[src/rtl/wb_arbiter_if.sv]
// Writeback arbiter signal bundle: ALU result, long-latency result handshake,
// issue tracking, hazard query and the register-file rd write port.
interface wb_arbiter_if #(
    parameter int XLEN = 32
);
    logic            i_alu_wren;
    logic [4:0]      i_alu_rd_addr;
    logic [XLEN-1:0] i_alu_rd_data;

    logic            i_ll_valid;
    logic            o_ll_ready;
    logic [4:0]      i_ll_rd_addr;
    logic [XLEN-1:0] i_ll_rd_data;

    logic            i_ll_issue;
    logic [4:0]      i_ll_issue_rd;

    logic [4:0]      i_rs1_addr;
    logic [4:0]      i_rs2_addr;
    logic            o_rs1_pending;
    logic            o_rs2_pending;

    logic            o_rd_wren;
    logic [4:0]      o_rd_addr;
    logic [XLEN-1:0] o_rd_data;
    logic [1:0]      o_ll_count;

    // Pipeline side drives results, issues and hazard queries.
    modport master (
        output i_alu_wren, i_alu_rd_addr, i_alu_rd_data,
        output i_ll_valid, i_ll_rd_addr, i_ll_rd_data,
        output i_ll_issue, i_ll_issue_rd,
        output i_rs1_addr, i_rs2_addr,
        input  o_ll_ready, o_rs1_pending, o_rs2_pending,
        input  o_rd_wren, o_rd_addr, o_rd_data, o_ll_count
    );

    // Arbiter side.
    modport slave (
        input  i_alu_wren, i_alu_rd_addr, i_alu_rd_data,
        input  i_ll_valid, i_ll_rd_addr, i_ll_rd_data,
        input  i_ll_issue, i_ll_issue_rd,
        input  i_rs1_addr, i_rs2_addr,
        output o_ll_ready, o_rs1_pending, o_rs2_pending,
        output o_rd_wren, o_rd_addr, o_rd_data, o_ll_count
    );
endinterface

[src/rtl/wb_arbiter.sv]
// Writeback arbiter: merges ALU and long-latency results into one registered rd
// write port through a 2-entry FIFO, and tracks pending long-latency destinations.
module wb_arbiter #(
    parameter int LL_DEPTH = 2,
    parameter int XLEN     = 32
) (
    input  logic        i_clk,
    input  logic        i_rst_n,
    wb_arbiter_if.slave bus
);

    logic [1:0]      count_q, count_d;
    logic            head_q, head_d;
    logic            tail_q, tail_d;
    logic [4:0]      buf_addr_q [LL_DEPTH];
    logic [XLEN-1:0] buf_data_q [LL_DEPTH];
    logic [31:0]     sb_q, sb_d;
    logic            rd_wren_q, rd_wren_d;
    logic [4:0]      rd_addr_q, rd_addr_d;
    logic [XLEN-1:0] rd_data_q, rd_data_d;

    logic            ll_ready;
    logic            ll_xfer;
    logic            alu_sel;
    logic            pop;
    logic            bypass;
    logic            push;
    logic            ll_clr;
    logic [4:0]      ll_clr_rd;

    // Ready looks only at current occupancy, never at this cycle's pop.
    assign ll_ready = (count_q != 2'(LL_DEPTH));
    assign ll_xfer  = bus.i_ll_valid && ll_ready;
    assign alu_sel  = bus.i_alu_wren && (bus.i_alu_rd_addr != 5'd0);
    assign pop      = !alu_sel && (count_q != 2'd0);
    assign bypass   = !alu_sel && (count_q == 2'd0) && ll_xfer && (bus.i_ll_rd_addr != 5'd0);
    assign push     = ll_xfer && (bus.i_ll_rd_addr != 5'd0) && !bypass;

    always_comb begin
        // NOTE: every signal driven here gets a default first so no latch is inferred.
        rd_wren_d = 1'b0;
        rd_addr_d = rd_addr_q;
        rd_data_d = rd_data_q;
        ll_clr    = 1'b0;
        ll_clr_rd = 5'd0;

        if (alu_sel) begin
            rd_wren_d = 1'b1;
            rd_addr_d = bus.i_alu_rd_addr;
            rd_data_d = bus.i_alu_rd_data;
        end else if (pop) begin
            rd_wren_d = 1'b1;
            rd_addr_d = buf_addr_q[head_q];
            rd_data_d = buf_data_q[head_q];
            ll_clr    = 1'b1;
            ll_clr_rd = buf_addr_q[head_q];
        end else if (bypass) begin
            rd_wren_d = 1'b1;
            rd_addr_d = bus.i_ll_rd_addr;
            rd_data_d = bus.i_ll_rd_data;
            ll_clr    = 1'b1;
            ll_clr_rd = bus.i_ll_rd_addr;
        end

        head_d = head_q ^ pop;
        tail_d = tail_q ^ push;

        unique case ({push, pop})
            2'b10:   count_d = count_q + 2'd1;
            2'b01:   count_d = count_q - 2'd1;
            default: count_d = count_q;
        endcase

        // Clear first, then set, so a same-cycle issue to the same rd keeps the bit.
        sb_d = sb_q;
        if (ll_clr) begin
            sb_d[ll_clr_rd] = 1'b0;
        end
        if (bus.i_ll_issue && (bus.i_ll_issue_rd != 5'd0)) begin
            sb_d[bus.i_ll_issue_rd] = 1'b1;
        end
        sb_d[0] = 1'b0;
    end

    always_ff @(posedge i_clk or negedge i_rst_n) begin
        if (!i_rst_n) begin
            count_q   <= 2'd0;
            head_q    <= 1'b0;
            tail_q    <= 1'b0;
            sb_q      <= '0;
            rd_wren_q <= 1'b0;
            rd_addr_q <= 5'd0;
            rd_data_q <= '0;
        end else begin
            // NOTE: state registers use non-blocking assignments so every flop samples pre-edge values.
            count_q   <= count_d;
            head_q    <= head_d;
            tail_q    <= tail_d;
            sb_q      <= sb_d;
            rd_wren_q <= rd_wren_d;
            rd_addr_q <= rd_addr_d;
            rd_data_q <= rd_data_d;
        end
    end

    // NOTE: buffer storage is not reset; count and pointers alone decide which entries are live.
    always_ff @(posedge i_clk) begin
        if (push) begin
            buf_addr_q[tail_q] <= bus.i_ll_rd_addr;
            buf_data_q[tail_q] <= bus.i_ll_rd_data;
        end
    end

    assign bus.o_ll_ready    = ll_ready;
    assign bus.o_ll_count    = count_q;
    assign bus.o_rd_wren     = rd_wren_q;
    assign bus.o_rd_addr     = rd_addr_q;
    assign bus.o_rd_data     = rd_data_q;

    // An in-flight write on the output register still counts as pending.
    assign bus.o_rs1_pending = (bus.i_rs1_addr != 5'd0) &&
                               (sb_q[bus.i_rs1_addr] || (rd_wren_q && (rd_addr_q == bus.i_rs1_addr)));
    assign bus.o_rs2_pending = (bus.i_rs2_addr != 5'd0) &&
                               (sb_q[bus.i_rs2_addr] || (rd_wren_q && (rd_addr_q == bus.i_rs2_addr)));

endmodule
[src/flat_wrapper.sv]
// flat-port wrapper written by rule: the top's interface ports become plain ports
module wb_arbiter_flat 
#(
    parameter int LL_DEPTH = 2,
    parameter int XLEN     = 32
)
  (i_clk, i_rst_n, bus_i_alu_wren, bus_i_alu_rd_addr, bus_i_alu_rd_data, bus_i_ll_valid, bus_i_ll_rd_addr, bus_i_ll_rd_data, bus_i_ll_issue, bus_i_ll_issue_rd, bus_i_rs1_addr, bus_i_rs2_addr, bus_o_ll_ready, bus_o_rs1_pending, bus_o_rs2_pending, bus_o_rd_wren, bus_o_rd_addr, bus_o_rd_data, bus_o_ll_count);
  wb_arbiter_if #(.XLEN(XLEN)) bus_i ();
  input  logic i_clk;
  input  logic i_rst_n;
  input wire logic [$bits(bus_i.i_alu_wren)-1:0] bus_i_alu_wren;
  input wire logic [$bits(bus_i.i_alu_rd_addr)-1:0] bus_i_alu_rd_addr;
  input wire logic [$bits(bus_i.i_alu_rd_data)-1:0] bus_i_alu_rd_data;
  input wire logic [$bits(bus_i.i_ll_valid)-1:0] bus_i_ll_valid;
  input wire logic [$bits(bus_i.i_ll_rd_addr)-1:0] bus_i_ll_rd_addr;
  input wire logic [$bits(bus_i.i_ll_rd_data)-1:0] bus_i_ll_rd_data;
  input wire logic [$bits(bus_i.i_ll_issue)-1:0] bus_i_ll_issue;
  input wire logic [$bits(bus_i.i_ll_issue_rd)-1:0] bus_i_ll_issue_rd;
  input wire logic [$bits(bus_i.i_rs1_addr)-1:0] bus_i_rs1_addr;
  input wire logic [$bits(bus_i.i_rs2_addr)-1:0] bus_i_rs2_addr;
  output wire logic [$bits(bus_i.o_ll_ready)-1:0] bus_o_ll_ready;
  output wire logic [$bits(bus_i.o_rs1_pending)-1:0] bus_o_rs1_pending;
  output wire logic [$bits(bus_i.o_rs2_pending)-1:0] bus_o_rs2_pending;
  output wire logic [$bits(bus_i.o_rd_wren)-1:0] bus_o_rd_wren;
  output wire logic [$bits(bus_i.o_rd_addr)-1:0] bus_o_rd_addr;
  output wire logic [$bits(bus_i.o_rd_data)-1:0] bus_o_rd_data;
  output wire logic [$bits(bus_i.o_ll_count)-1:0] bus_o_ll_count;
  assign bus_i.i_alu_wren = bus_i_alu_wren;
  assign bus_i.i_alu_rd_addr = bus_i_alu_rd_addr;
  assign bus_i.i_alu_rd_data = bus_i_alu_rd_data;
  assign bus_i.i_ll_valid = bus_i_ll_valid;
  assign bus_i.i_ll_rd_addr = bus_i_ll_rd_addr;
  assign bus_i.i_ll_rd_data = bus_i_ll_rd_data;
  assign bus_i.i_ll_issue = bus_i_ll_issue;
  assign bus_i.i_ll_issue_rd = bus_i_ll_issue_rd;
  assign bus_i.i_rs1_addr = bus_i_rs1_addr;
  assign bus_i.i_rs2_addr = bus_i_rs2_addr;
  assign bus_o_ll_ready = bus_i.o_ll_ready;
  assign bus_o_rs1_pending = bus_i.o_rs1_pending;
  assign bus_o_rs2_pending = bus_i.o_rs2_pending;
  assign bus_o_rd_wren = bus_i.o_rd_wren;
  assign bus_o_rd_addr = bus_i.o_rd_addr;
  assign bus_o_rd_data = bus_i.o_rd_data;
  assign bus_o_ll_count = bus_i.o_ll_count;
  wb_arbiter #(.LL_DEPTH(LL_DEPTH), .XLEN(XLEN)) u_core (.i_clk(i_clk), .i_rst_n(i_rst_n), .bus(bus_i));
endmodule
[config.mk]
export PLATFORM = sky130hd
export DESIGN_NAME = wb_arbiter_flat
export DESIGN_NICKNAME = d
export VERILOG_FILES = /design/src/rtl/wb_arbiter_if.sv /design/src/rtl/wb_arbiter.sv /design/src/flat_wrapper.sv
export SDC_FILE = /design/constraint.sdc
export NUM_CORES = 1
export LEC_CHECK = 0
export BUFFER_PORTS_ARGS = -buffer_cell sky130_fd_sc_hd__buf_4
export CAP_MARGIN = 40
export CORE_ASPECT_RATIO = 0.5
export CORE_UTILIZATION = 60
export CTS_CLUSTER_SIZE = 8
export DETAILED_ROUTE_END_ITERATION = 8
export PLACE_DENSITY = 0.86
export SYNTH_ARGS = -nofsm -noshare
export SYNTH_HDL_FRONTEND = slang
export SYNTH_SLANG_ARGS = --single-unit
[constraint.sdc]
create_clock -name i_clk -period 6.9 [get_ports i_clk]
set_clock_uncertainty 0.1 [all_clocks]
set_input_delay 0 -clock i_clk [delete_from_list [all_inputs] [get_ports i_clk]]
set_output_delay 0 -clock i_clk [all_outputs]
set_load 0.01 [all_outputs]
==> impl_metrics.yaml <==
layout:
  drive_gt1_share_pct: 25.79
  final_common_cell: "buf_4"
  layout_common_cells: "buf_4, dlygate4sd3_1, nor2_1, edfxtp_1, dfrtp_1"
  nNetsFinal: 910
  fin_cells: 985
  insertedDiodeCount: 0
  area.growth.synth_to_final_pct: 36.77
grt:
  grt_pass1_vias: 6404
  grt_max_degree: 73
  grtUsageTotal_pct: 37.91
  grt_pass1_wl_um: 34350
  grt_antenna_before_repair: 0
  grt_overflow: 0
routing:
  wirelength_um: 22100
  dr.pass1.iters: 7
  drc: 0
  vias: 6354
  drtAntennaViolNets: 0
  wire_per_inst_um: 22.43
  via_per_inst: 6.451
  drt_iter0_markers: 685
power_and_ir_drop:
  irDropWorstVdd_mv: 0.2625
  pwr-share-seq_pct: 39.1
  pwr-share-comb_pct: 37.0
  power_uw: 3721
  p_leak_uw: 0.003882
  p_clk_share_pct: 23.9
  switchingPower_uw: 1374
  p_per_area_nw_per_um2: 386.1
  p_sw_share_pct: 36.92
  p_int_uw: 2347
logic_synthesis:
  yosysTopAreaCell: "edfxtp_1"
  syn-num-nets: 700
  synth_edf_count: 74
  synth_mux_area_share_pct: 10.51
  syn_inst: 603
  syn_area_sq_um: 7047
  yosysTopAreaCellShare_pct: 31.53
  synth_flop_cell: "edfxtp_1"
  async_flop_share_pct: 49.66
  synth_xor_area_share_pct: 1.740
  synthAdderAreaFrac_pct: 0.5327
  ys_seq_elements: 147
  syn_area_per_cell_sq_um: 11.69
  netlist_top_cells_area: "edfxtp_1, dfrtp_1, mux2i_1, a21oi_1, mux4_2"
  synth_top_family_by_area: "compound AO/OA/AOI/OAI gates"
  synth_warnings: 0
  ys_types: 56
  synth_compound_area_share_pct: 16.92
  synthSimpleGateAreaFrac_pct: 10.05
  synth_seq_area_share_pct: 57.46
sta:
  period_minus_slack_ns: 3.405
  finalSetupViolCount: 0
  period_share_pct: 49.35
  hold_viol_final: 0
  slew_headroom_pct: 34.08
  drv_slew: 0
  rsz0062_at_grt: "false"
  finalSetupTns_ns: 0
  fmax_mhz: 293.6
  worst_slew_pin_slew_ns: 0.9764
critical_path:
  reg2reg_depth: 5
  r2r-start: "u_core.bus.o_ll_count[0]"
  startpoint_type: "input pin"
  r2r-end: "u_core.bus.o_rd_addr[0]"
  worstPathMaxFanout: 67
  arrival_ns: 3.67
  worstSetupPathType: "in2reg"
  r2r_slack_ns: 3.68
  cp-end-kind: "flip-flop"
  required_ns: 7.17
die:
  fp.dieH_um: 78.63
  die_x_um: 155.3
  die-area_sq_um: 12210
  rows: 27
  initial_core_util_pct: 62.83
  ios: 137
  core_area_sq_um: 11220
clock_network:
  clk_pin_slew_ns: 0.07
  cts_buffer_depth: 2
  numCtsBuffers: 17
  root_buffer: "clkbuf_16"
  cts-htree-levels: 4
  clk_latency_ns: 0.43
  cts.sinks: 147
  cts_tree: "yes"
  post_cts_buffers: 0
place:
  placed_cells: 865
  gp_congestion: 0.8805
  portBuffers: 136
  hpwl_um: 11480
worst_hold_path:
  hold_class: "in2async"
flow_run:
  drv_cap: 0
status:
  status: "finished, final reports clean"
## metal layers
layer,vias to the layer above,global-route usage [%],wire [um]
li1,2704,-,-
met1,3067,45.01,8235
met2,466,64.41,10990
met3,117,8.283,1846
met4,0,22.94,1026
met5,-,0,0
## state kept, by name, summed over array words and instances, names as in the netlist
signal,cells
u_core.buf_addr_q,10
u_core.buf_data_q,64
u_core.head_q,1
u_core.sb_q,31
u_core.tail_q,1
u_core.bus.o_ll_count,2
u_core.bus.o_rd_data,32
u_core.bus.o_rd_addr,5
u_core.bus.o_rd_wren,1
## worst max-delay path, cell delays in order
cell and delay [ns]:
dlygate4sd3_1 0.55, buf_4 0.14, or4_4 0.55, o21a_2 0.21, buf_4 0.33, nor3_1 0.44
a21oi_1 0.11, dlygate4sd3_1 0.59, a21oi_1 0.13, dlygate4sd3_1 0.58
## how the worst max path moves through the flow
stage | endpoint | from | slack (ns) | cells after the start
finish | u_core.bus.o_rd_addr[0] | bus_i_alu_rd_addr[2] | 3.49 | 10
global route | u_core.bus.o_rd_addr[0] | bus_i_alu_rd_addr[2] | 3.31 | 10
CTS | u_core.bus.o_rd_addr[0] | bus_i_alu_rd_addr[2] | 3.71 | 8
detailed placement | u_core.bus.o_rd_addr[1] | bus_i_alu_rd_addr[2] | 4.28 | 5
global placement | u_core.bus.o_rd_addr[1] | bus_i_alu_rd_addr[2] | 4.35 | 5
floorplan | u_core.buf_addr_q[1][0] | u_core.bus.o_ll_count[1] | 4.60 | 5
## final cells by class
class	instances	area, sq um
sequential	147	4050
fill	530	1578
inverter	5	18.77
timing repair buffer	230	2007
clock inverter	13	112.6
clock buffer	19	442.9
multi-input combinational	412	2808
tap	159	198.9
## power by group through the flow
stage / clock network, uW / logic, uW / registers (uW)
after floorplan: 0 / 804 / 1400
after detailed placement: 0 / 1240 / 1440
after global placement: 0 / 1160 / 1420
final: 888 / 1380 / 1460
after global routing: 921 / 1460 / 1480
after CTS: 868 / 1300 / 1430
## what timing repair did
item	4_1_cts	5_1_grt
resized for setup	0	0
hold endpoints to repair	215	0
hold buffers	88	0
## synth_stat cells, types with 3 or more instances
cell	instances
nand3_2	4
a211oi_1	32
a2bb2oi_1	3
o211ai_1	4
nand3b_1	4
a21oi_1	70
mux2i_1	38
o21ai_0	34
o41ai_1	3
inv_1	5
nand3_1	3
mux2_2	4
nor2_1	79
mux4_2	14
o21ai_1	20
buf_2	16
nor3_1	3
o31ai_1	8
o2bb2ai_1	4
a31oi_1	7
edfxtp_1	74
xnor2_1	6
xor2_1	8
dfrtp_1	73
clkbuf_1	21
ha_1	3
nand2_1	23
nand4_2	4
## logic make-up (layout without fill, tap and decap cells)
family                   Yosys count  in the layout
AO/OA/AOI/OAI                    197            197
XOR/XNOR                          14             14
adder cells (fa/ha/maj)            3              3
buffers and inverters             44            267
flip-flops                       147            147
multiplexers                      56             56
AND/OR/NAND/NOR                  142            142
## through the flow
stage	util (%)	instance area [sq um]	setup slack (ns)	hold slack [ns]
3_5_place_dp	73.13	8202	4.277	-0.2367
2_1_floorplan	-	7047	4.605	-0.3956
5_1_grt	85.93	9638	3.307	0.04747
6_report	85.93	9638	3.495	0.01348
3_3_place_gp	72.39	8119	4.353	0.09366
4_1_cts	85.93	9638	3.714	0.01405
No activity file was read; power rests on OpenSTA's default activity.
